### config.mk
export PLATFORM = sky130hd
export DESIGN_NAME = fetch_unit
export DESIGN_NICKNAME = d
export VERILOG_FILES = /design/src/rtl/cpu_pkg.sv /design/src/rtl/fetch_pc_reg.sv /design/src/rtl/fetch_unit.sv
export SDC_FILE = /design/constraint.sdc
export NUM_CORES = 1
export LEC_CHECK = 0
export ABC_AREA = 1
export CAP_MARGIN = 20
export CORE_MARGIN = 1
export CORE_UTILIZATION = 47
export CTS_BUF_LIST = sky130_fd_sc_hd__clkbuf_4 sky130_fd_sc_hd__clkbuf_8
export CTS_CLUSTER_DIAMETER = 120
export CTS_CLUSTER_SIZE = 14
export DETAILED_ROUTE_END_ITERATION = 8
export PLACE_DENSITY = 0.92
export SLEW_MARGIN = 20
export SYNTH_ARGS = -nofsm -noshare
export SYNTH_HDL_FRONTEND = slang
export SYNTH_SLANG_ARGS = --single-unit
### constraint.sdc
create_clock -name clk -period 2.2 [get_ports clk]
set_clock_uncertainty 0.15 [all_clocks]
set_input_delay 0.44 -clock clk [delete_from_list [all_inputs] [get_ports clk]]
set_output_delay 0.44 -clock clk [all_outputs]
set_load 0.005 [all_outputs]
### src/rtl/cpu_pkg.sv
// ---------------------------------------------------------------------------
// Package : cpu_pkg
// Shared widths, opcodes and small helper types for the stack CPU front end.
// Revision: 1.0
// ---------------------------------------------------------------------------
`default_nettype none

package cpu_pkg;

  // Default datapath widths
  localparam int CPU_ABITS    = 32;
  localparam int CPU_DBITS    = 32;
  localparam int CPU_OPC_BITS = 8;

  // Opcodes that matter to the front end (decode owns the rest)
  localparam logic [CPU_OPC_BITS-1:0] OP_BR   = 8'h20;
  localparam logic [CPU_OPC_BITS-1:0] OP_JMP  = 8'h21;
  localparam logic [CPU_OPC_BITS-1:0] OP_CALL = 8'h22;
  localparam logic [CPU_OPC_BITS-1:0] OP_RET  = 8'h23;
  localparam logic [CPU_OPC_BITS-1:0] OP_HALT = 8'hFF;

  // Program-counter update selection
  typedef enum logic [1:0] {
    PC_HOLD = 2'd0,
    PC_INC  = 2'd1,
    PC_LOAD = 2'd2
  } pc_op_e;

  // True for opcodes that end in a redirect from decode/execute
  function automatic logic is_ctrl_flow(input logic [CPU_OPC_BITS-1:0] opc);
    return (opc == OP_BR) || (opc == OP_JMP) || (opc == OP_CALL) || (opc == OP_RET);
  endfunction

endpackage : cpu_pkg

`default_nettype wire

### src/rtl/fetch_pc_reg.sv
// ---------------------------------------------------------------------------
// Module  : fetch_pc_reg
// Program counter with load / increment / hold, wrapping modulo 2^ABITS.
// Revision: 1.0
// ---------------------------------------------------------------------------
`default_nettype none

module fetch_pc_reg
  import cpu_pkg::*;
#(
  parameter int               ABITS    = CPU_ABITS,
  parameter logic [ABITS-1:0] RESET_PC = '0
) (
  input  logic             clk,
  input  logic             rst,
  input  pc_op_e           op,
  input  logic [ABITS-1:0] load_pc,
  output logic [ABITS-1:0] pc
);

  // PC register: reset dominates, then load, increment or hold
  always_ff @(posedge clk) begin
    if (rst) begin
      pc <= RESET_PC;
    end else begin
      case (op)
        PC_LOAD: pc <= load_pc;
        PC_INC:  pc <= pc + ABITS'(1);
        default: pc <= pc;
      endcase
    end
  end

endmodule : fetch_pc_reg

`default_nettype wire

### src/rtl/fetch_unit.sv
// ---------------------------------------------------------------------------
// Module  : fetch_unit
// Instruction fetch: owns the PC, registers inst_mem output into the IR and
// hands it to decode over valid/ready. Handles redirects and HALT.
// Revision: 1.0
// ---------------------------------------------------------------------------
`default_nettype none

module fetch_unit
  import cpu_pkg::*;
#(
  parameter int                  ABITS       = CPU_ABITS,
  parameter int                  DBITS       = CPU_DBITS,
  parameter logic [ABITS-1:0]    RESET_PC    = '0,
  parameter int                  OPC_BITS    = CPU_OPC_BITS,
  parameter logic [OPC_BITS-1:0] HALT_OPCODE = OP_HALT
) (
  input  logic             clk,
  input  logic             rst,
  output logic             imem_en,
  output logic [ABITS-1:0] imem_addr,
  input  logic [DBITS-1:0] imem_dout,
  output logic [DBITS-1:0] inst_out,
  output logic [ABITS-1:0] inst_pc,
  output logic             inst_valid,
  input  logic             inst_ready,
  input  logic             redirect_valid,
  input  logic [ABITS-1:0] redirect_pc,
  output logic             halted
);

  logic [ABITS-1:0]    pc;
  logic                adv;
  logic                redirect_take;
  logic                fetch_is_halt;
  logic [OPC_BITS-1:0] fetch_opc;
  pc_op_e              pc_op;

  // Advance/redirect decisions and PC update selection.
  // A halted unit ignores redirects; redirect outranks a normal advance.
  always_comb begin
    adv           = ~halted & (~inst_valid | inst_ready);
    redirect_take = redirect_valid & ~halted;
    fetch_opc     = imem_dout[DBITS-1 -: OPC_BITS];
    fetch_is_halt = (fetch_opc == HALT_OPCODE);
    pc_op         = PC_HOLD;
    if (redirect_take) begin
      pc_op = PC_LOAD;
    end else if (adv) begin
      pc_op = PC_INC;
    end
  end

  fetch_pc_reg #(
    .ABITS    (ABITS),
    .RESET_PC (RESET_PC)
  ) u_pc_reg (
    .clk     (clk),
    .rst     (rst),
    .op      (pc_op),
    .load_pc (redirect_pc),
    .pc      (pc)
  );

  assign imem_en   = ~halted;
  assign imem_addr = pc;

  // IR, its address, valid flag and halt flag.
  // Once halted, the only change is dropping valid after the HALT word
  // has been taken by decode.
  always_ff @(posedge clk) begin
    if (rst) begin
      inst_out   <= '0;
      inst_pc    <= '0;
      inst_valid <= 1'b0;
      halted     <= 1'b0;
    end else if (redirect_take) begin
      inst_valid <= 1'b0;
    end else if (adv) begin
      inst_out   <= imem_dout;
      inst_pc    <= pc;
      inst_valid <= 1'b1;
      if (fetch_is_halt) begin
        halted <= 1'b1;
      end
    end else if (halted && inst_valid && inst_ready) begin
      inst_valid <= 1'b0;
    end
  end

endmodule : fetch_unit

`default_nettype wire
**Word level (Yosys, flattened, before mapping)**

Index checks and enable logic that the tools add are counted.
W data, S select, Z words.

- Logic and storage cells: 27
- Output and inout port bits: 99
- Register bits: 98
- Bits of input ports: 68

- Reductions and logical operators: 7
- Add/sub/neg operators: 1
- Multiplexer cells: 5
- Bitwise operators: 6
- Eq/ne operators: 3

Operators by type and width:

| kind | number |
|---|---|
| $pmux W32 S2 | 1 |
| $add A32 B1 Y32 const B | 1 |
| $eq A8 B8 Y1 const B | 1 |
| $reduce_bool A2 Y1 | 2 |
| $mux W1 | 3 |
| $not A1 Y1 | 3 |
| $reduce_and A3 Y1 | 1 |
| $and A1 B1 Y1 | 2 |
| $eq A2 B1 Y1 const B | 1 |
| $eq A2 B2 Y1 const B | 1 |
| $logic_and A1 B1 Y1 | 2 |
| $mux W2 | 1 |
| $reduce_and A2 Y1 | 1 |
| $reduce_or A2 Y1 | 1 |
| $or A1 B1 Y1 | 1 |

**Depth between registers and ports, before layout**

Gate-level depths: netlist (run 1).

- Word-level depth: 7
- Depth in mapped cells: 11
- Gate-level depth less buffers: 10

**Modules after synthesis**

From an unflattened synthesis (run 1), not the netlist that was laid out.

- Cell total of the unflattened synthesis: 704
- Area, all modules: 4722.0 um^2

Modules (own cells, without submodules):

| module | cells an instance | times used | area an instance (um^2) |
|---|---|---|---|
| fetch_pc_reg | 407 | 1 | 2394.8 |
| fetch_unit | 297 | 1 | 2327.2 |

**Worst setup path before layout (run 1)**

Ideal clock, no wire load.

- Path type: input port to flip-flop
- From: input redirect_valid
- To: register u_pc_reg.pc[25]
- Arrival: 1353 ps
- Cell stages on the path: 11
- Setup slack: 589 ps
- Buffers on the path: 2
- Library setup time: 109 ps
- Required time: 1941 ps
- Cell sequence: buf_4 > inv_4 > nor2_4 > inv_2 > nand2_4 > inv_4 > buf_6 > a21oi_2 > nand3_1 > nand2_1 > inv_1

- Cells in the longest elaborated chain, start to end: 4
- Elaborated cells on any way between the ends: 6

RTL lines:

| element | line | RTL |
|---|---|---|
| from (decl) | fetch_unit.sv:27 | `input logic redirect_valid,` |
| $and A1 B1 Y1 (*) | fetch_unit.sv:43 | `redirect_take = redirect_valid & ~halted;` |
| $mux W2 (*) | fetch_unit.sv:47 | `if (redirect_take) begin` |
| $eq A2 B1 Y1 or $eq A2 B2 Y1 (tied branches) | fetch_pc_reg.sv:26 | `case (op)` |
| $pmux W32 S2 or $reduce_bool A2 Y1 (tied branches) | - |  |
| to (signal assigned) | fetch_pc_reg.sv:27 | `PC_LOAD: pc <= load_pc;` |
| to (signal assigned) | fetch_pc_reg.sv:28 | `PC_INC: pc <= pc + ABITS'(1);` |
| to (signal assigned) | fetch_pc_reg.sv:29 | `default: pc <= pc;` |
| to (decl) | fetch_pc_reg.sv:18 | `output logic [ABITS-1:0] pc` |

Mark *: on every way between the ends. The rest lies on a longest branch, timed or not.
A chain may end at the register's enable or synchronous reset.

**Final worst setup path (run 1)**

- From: register u_pc_reg.pc[14]
- To: output imem_addr[14]

RTL lines:

| element | line | RTL |
|---|---|---|
| to (decl) | fetch_unit.sv:21 | `output logic [ABITS-1:0] imem_addr,` |

No word-level cell between the ends.

==> qor.csv, run 1 <==
stage,metric,value,unit
worst_setup_path,CP arrival,1.48,ns
logic_synthesis,largest cells by area after synthesis,"dfxtp_1, nand2_1, nor2_1",
cts,post-CTS setup buffer count,0,
cts,clk root buf,clkbuf_8,
timing,Final min period,2.07,ns
logic_synthesis,Main synth FF type,dfxtp_1,
logic_synthesis,Cells after Synth,723,
cts,CTS sink count,98,
timing,worst-margin pin slew,0.573,ns
logic_synthesis,syn nets,792,
global_routing,first-pass GRT wire length,22300,µm
global_routing,initial antenna violation count,0,
worst_setup_path,critical path endpoint category,output pin,
cts,"Gates resized, CTS repair",0,
placed_design,Final HPWL DP,10300,µm
final_layout,# fillers,808,
timing,fmax,482,MHz
worst_setup_path,"Req. time, crit path",1.61,ns
route,Via density,5.09,
final_layout,ANT cells,0,
logic_synthesis,YS warnings,0,
cts,clock tree from TritonCTS,done,
floorplan,core area,9770,µm²
floorplan,Initial Util,48.5,%
timing,setup TNS,0,ns
logic_synthesis,Post-Syn Area,4740,µm²
cts,TritonCTS Buffers,9,
placed_design,placed cells,1010,
final_layout,final non-filler cell total,1026,
logic_synthesis,post-synth top area share,41.4,%
route,vias post-DR,5226,
placed_design,GP Congestion,0.866,
global_routing,grt total ovfl,0,
cts,"CTS clk-pin slew, worst paths",0.10,ns
job,MaxCap Viol Count,0,
final_layout,area grow syn2layout,43.4,%
timing,final worst path period share,94.2,%
hold_path,HP Class,register to register,
power_and_ir_drop,VDD IR max,0.000408,V
floorplan,die area,10500,µm²
logic_synthesis,biggest area consumer among synthesized cells,dfxtp_1,
route,Remaining DRCs,0,
global_routing,gr usage total,27.4,%
route,Detailed Route WL,14100,µm
timing,Final Max Tran Viols,0,
route,Final ANT Viol Nets,0,
logic_synthesis,synthesized flop and latch total,98,
placed_design,Post-DP Area,6600,µm²
timing,final hold vios,0,
final_layout,Final Cell Area,6790,µm²
logic_synthesis,Mean Syn Cell Area,6.55,µm²
timing,Slew headroom,61.7,%
worst_setup_path,CP cell instances,clkdlybuf4s50_1,
logic_synthesis,Post-synth EDFFs,0,
logic_synthesis,"Seq/Total Area, Yosys",41.4,%
worst_setup_path,Worst setup SP type,register,
floorplan,DIE HEIGHT,102,µm
cts,Clock Path Buffers,2,
worst_setup_path,CP bufs+invs,1,
outcome,outcome,"finished, final reports clean",
power_and_ir_drop,Leakage Power,2.76,nW
cts,cts-stage hold buffer count,0,
final_layout,layout cells sized above 1,7.17,%
cts,CTS H-tree depth,3,
timing,Final setup violation count,0,
route,routed len/inst,13.8,µm
timing,unrepaired setup endpoints after global routing,false,
worst_setup_path,Worst path max stage delay,0.59,ns
worst_setup_path,FF-to-FF setup slack,0.19,ns
placed_design,IO Port Bufs,166,
route,DR pass1 iterations,5,
worst_setup_path,Crit-path slowest cell,clkdlybuf4s50_1,
final_layout,fin util,69.5,%
floorplan,cell row count,36,
final_layout,Final #Nets,957,
global_routing,largest net degree at the start of global routing,36,
floorplan,I/O pin cnt,167,
floorplan,Die W,102,µm
global_routing,vias in the first global route,4678,
power_and_ir_drop,Power Total,3.93,mW
logic_synthesis,asr flop ratio synth,0,%
worst_setup_path,CP top delay family,buffers and inverters,
power_and_ir_drop,Power Dens Cells,579,nW/µm²
cts,"Clk Latency, worst-skew pair",0.37,ns
worst_setup_path,crit path max fanout,6,
logic_synthesis,Synth cell types,27,
worst_setup_path,CP Class,register to output pin,
route,DR iter-0 viols,346,
==> layout make-up <==
class                      instances  area [µm²]  share of cell area (%)
timing repair buffer             187        1880                    27.6
sequential                        98        1960                    28.9
tap                              133         166                    2.45
multi-input combinational        506        2270                    33.4
inverter                          86         328                    4.83
clock buffer                      10         138                    2.03
clock inverter                     6        53.8                   0.792
==> stage by stage <==
| stage | worst slack (ns) | hold slack, ns |
|---|---|---|
| floorplan | 0.589 | 0.304 |
| global placement | 0.121 | 0.299 |
| detailed placement | 0.0705 | 0.303 |
| CTS | 0.134 | 0.318 |
| global route | 0.0219 | 0.341 |
| finish | 0.127 | 0.318 |
==> final timing paths <==
check	from	depth (start not counted)	endpoint
max	u_pc_reg.pc[14]	1	imem_addr[14]
min	inst_pc[26]	2	inst_pc[26]
max reg2reg	u_pc_reg.pc[1]	10	u_pc_reg.pc[20]
min reg2reg	inst_pc[26]	2	inst_pc[26]
==> cells in the final DEF, fill, tap and decap left out, drive strengths merged <==
cell             n
nand4            3
inv             91
a21boi           1
clkinvlp         1
o21ai           39
o211ai           2
or2              1
ha               1
buf             22
clkdlybuf4s50  165
clkbuf          10
o22ai            4
dfxtp           98
a21oi           72
nand2          227
nand3           39
nor2           101
a211oi          16
==> cells by family (layout without fill, tap and decap cells) <==
logic type                 count (synthesis)  after routing  synth area share [%]
DFF                                       98             98                  41.4
AOI/OAI and AO/OA                        134            134                  15.7
adders and majority gates                  1              1                 0.264
buffers and inverters                    119            289                  10.7
and+or+nand+nor                          371            371                  31.9
==> where the power goes <==
group	leakage, nW	internal, mW	switching (mW)
clock	0.0962	0.467	0.677
combinational	1.86	0.444	0.348
sequential	0.807	1.89	0.108
total	2.76	2.80	1.13
==> synth_stat cells (3+ instances only) <==
cell type / n
clkbuf_1: 11
a21oi_2: 6
o21ai_0: 29
buf_4: 4
buf_2: 15
o22ai_1: 4
a211oi_1: 16
nand2_1: 225
nand4_1: 3
nor2_2: 8
o21ai_1: 10
buf_6: 3
inv_2: 5
dfxtp_1: 98
inv_1: 79
nor2_1: 91
nand3_1: 38
a21oi_1: 66
==> layer usage <==
layer / up-vias / track usage [%] / share of wire (%)
met4: 0 / 12.0 / 3.4
met3: 42 / 5.68 / 8.3
li1: 2620 / - / -
met5: - / 0 / 0
met1: 2312 / 35.6 / 41
met2: 252 / 43.9 / 47
==> sequential cells by signal (all words and copies together) (netlist names) <==
name / count
halted: 1
inst_pc: 32
u_pc_reg.pc: 32
inst_valid: 1
inst_out: 32
(Power assumes the default switching activity.)
==> run 2, diff against run 1 <==
CORE_MARGIN = unset   (was 1)
==> results of run 2 <==
Same layout as run 1: the final DEF is identical, and so are final timing and power.
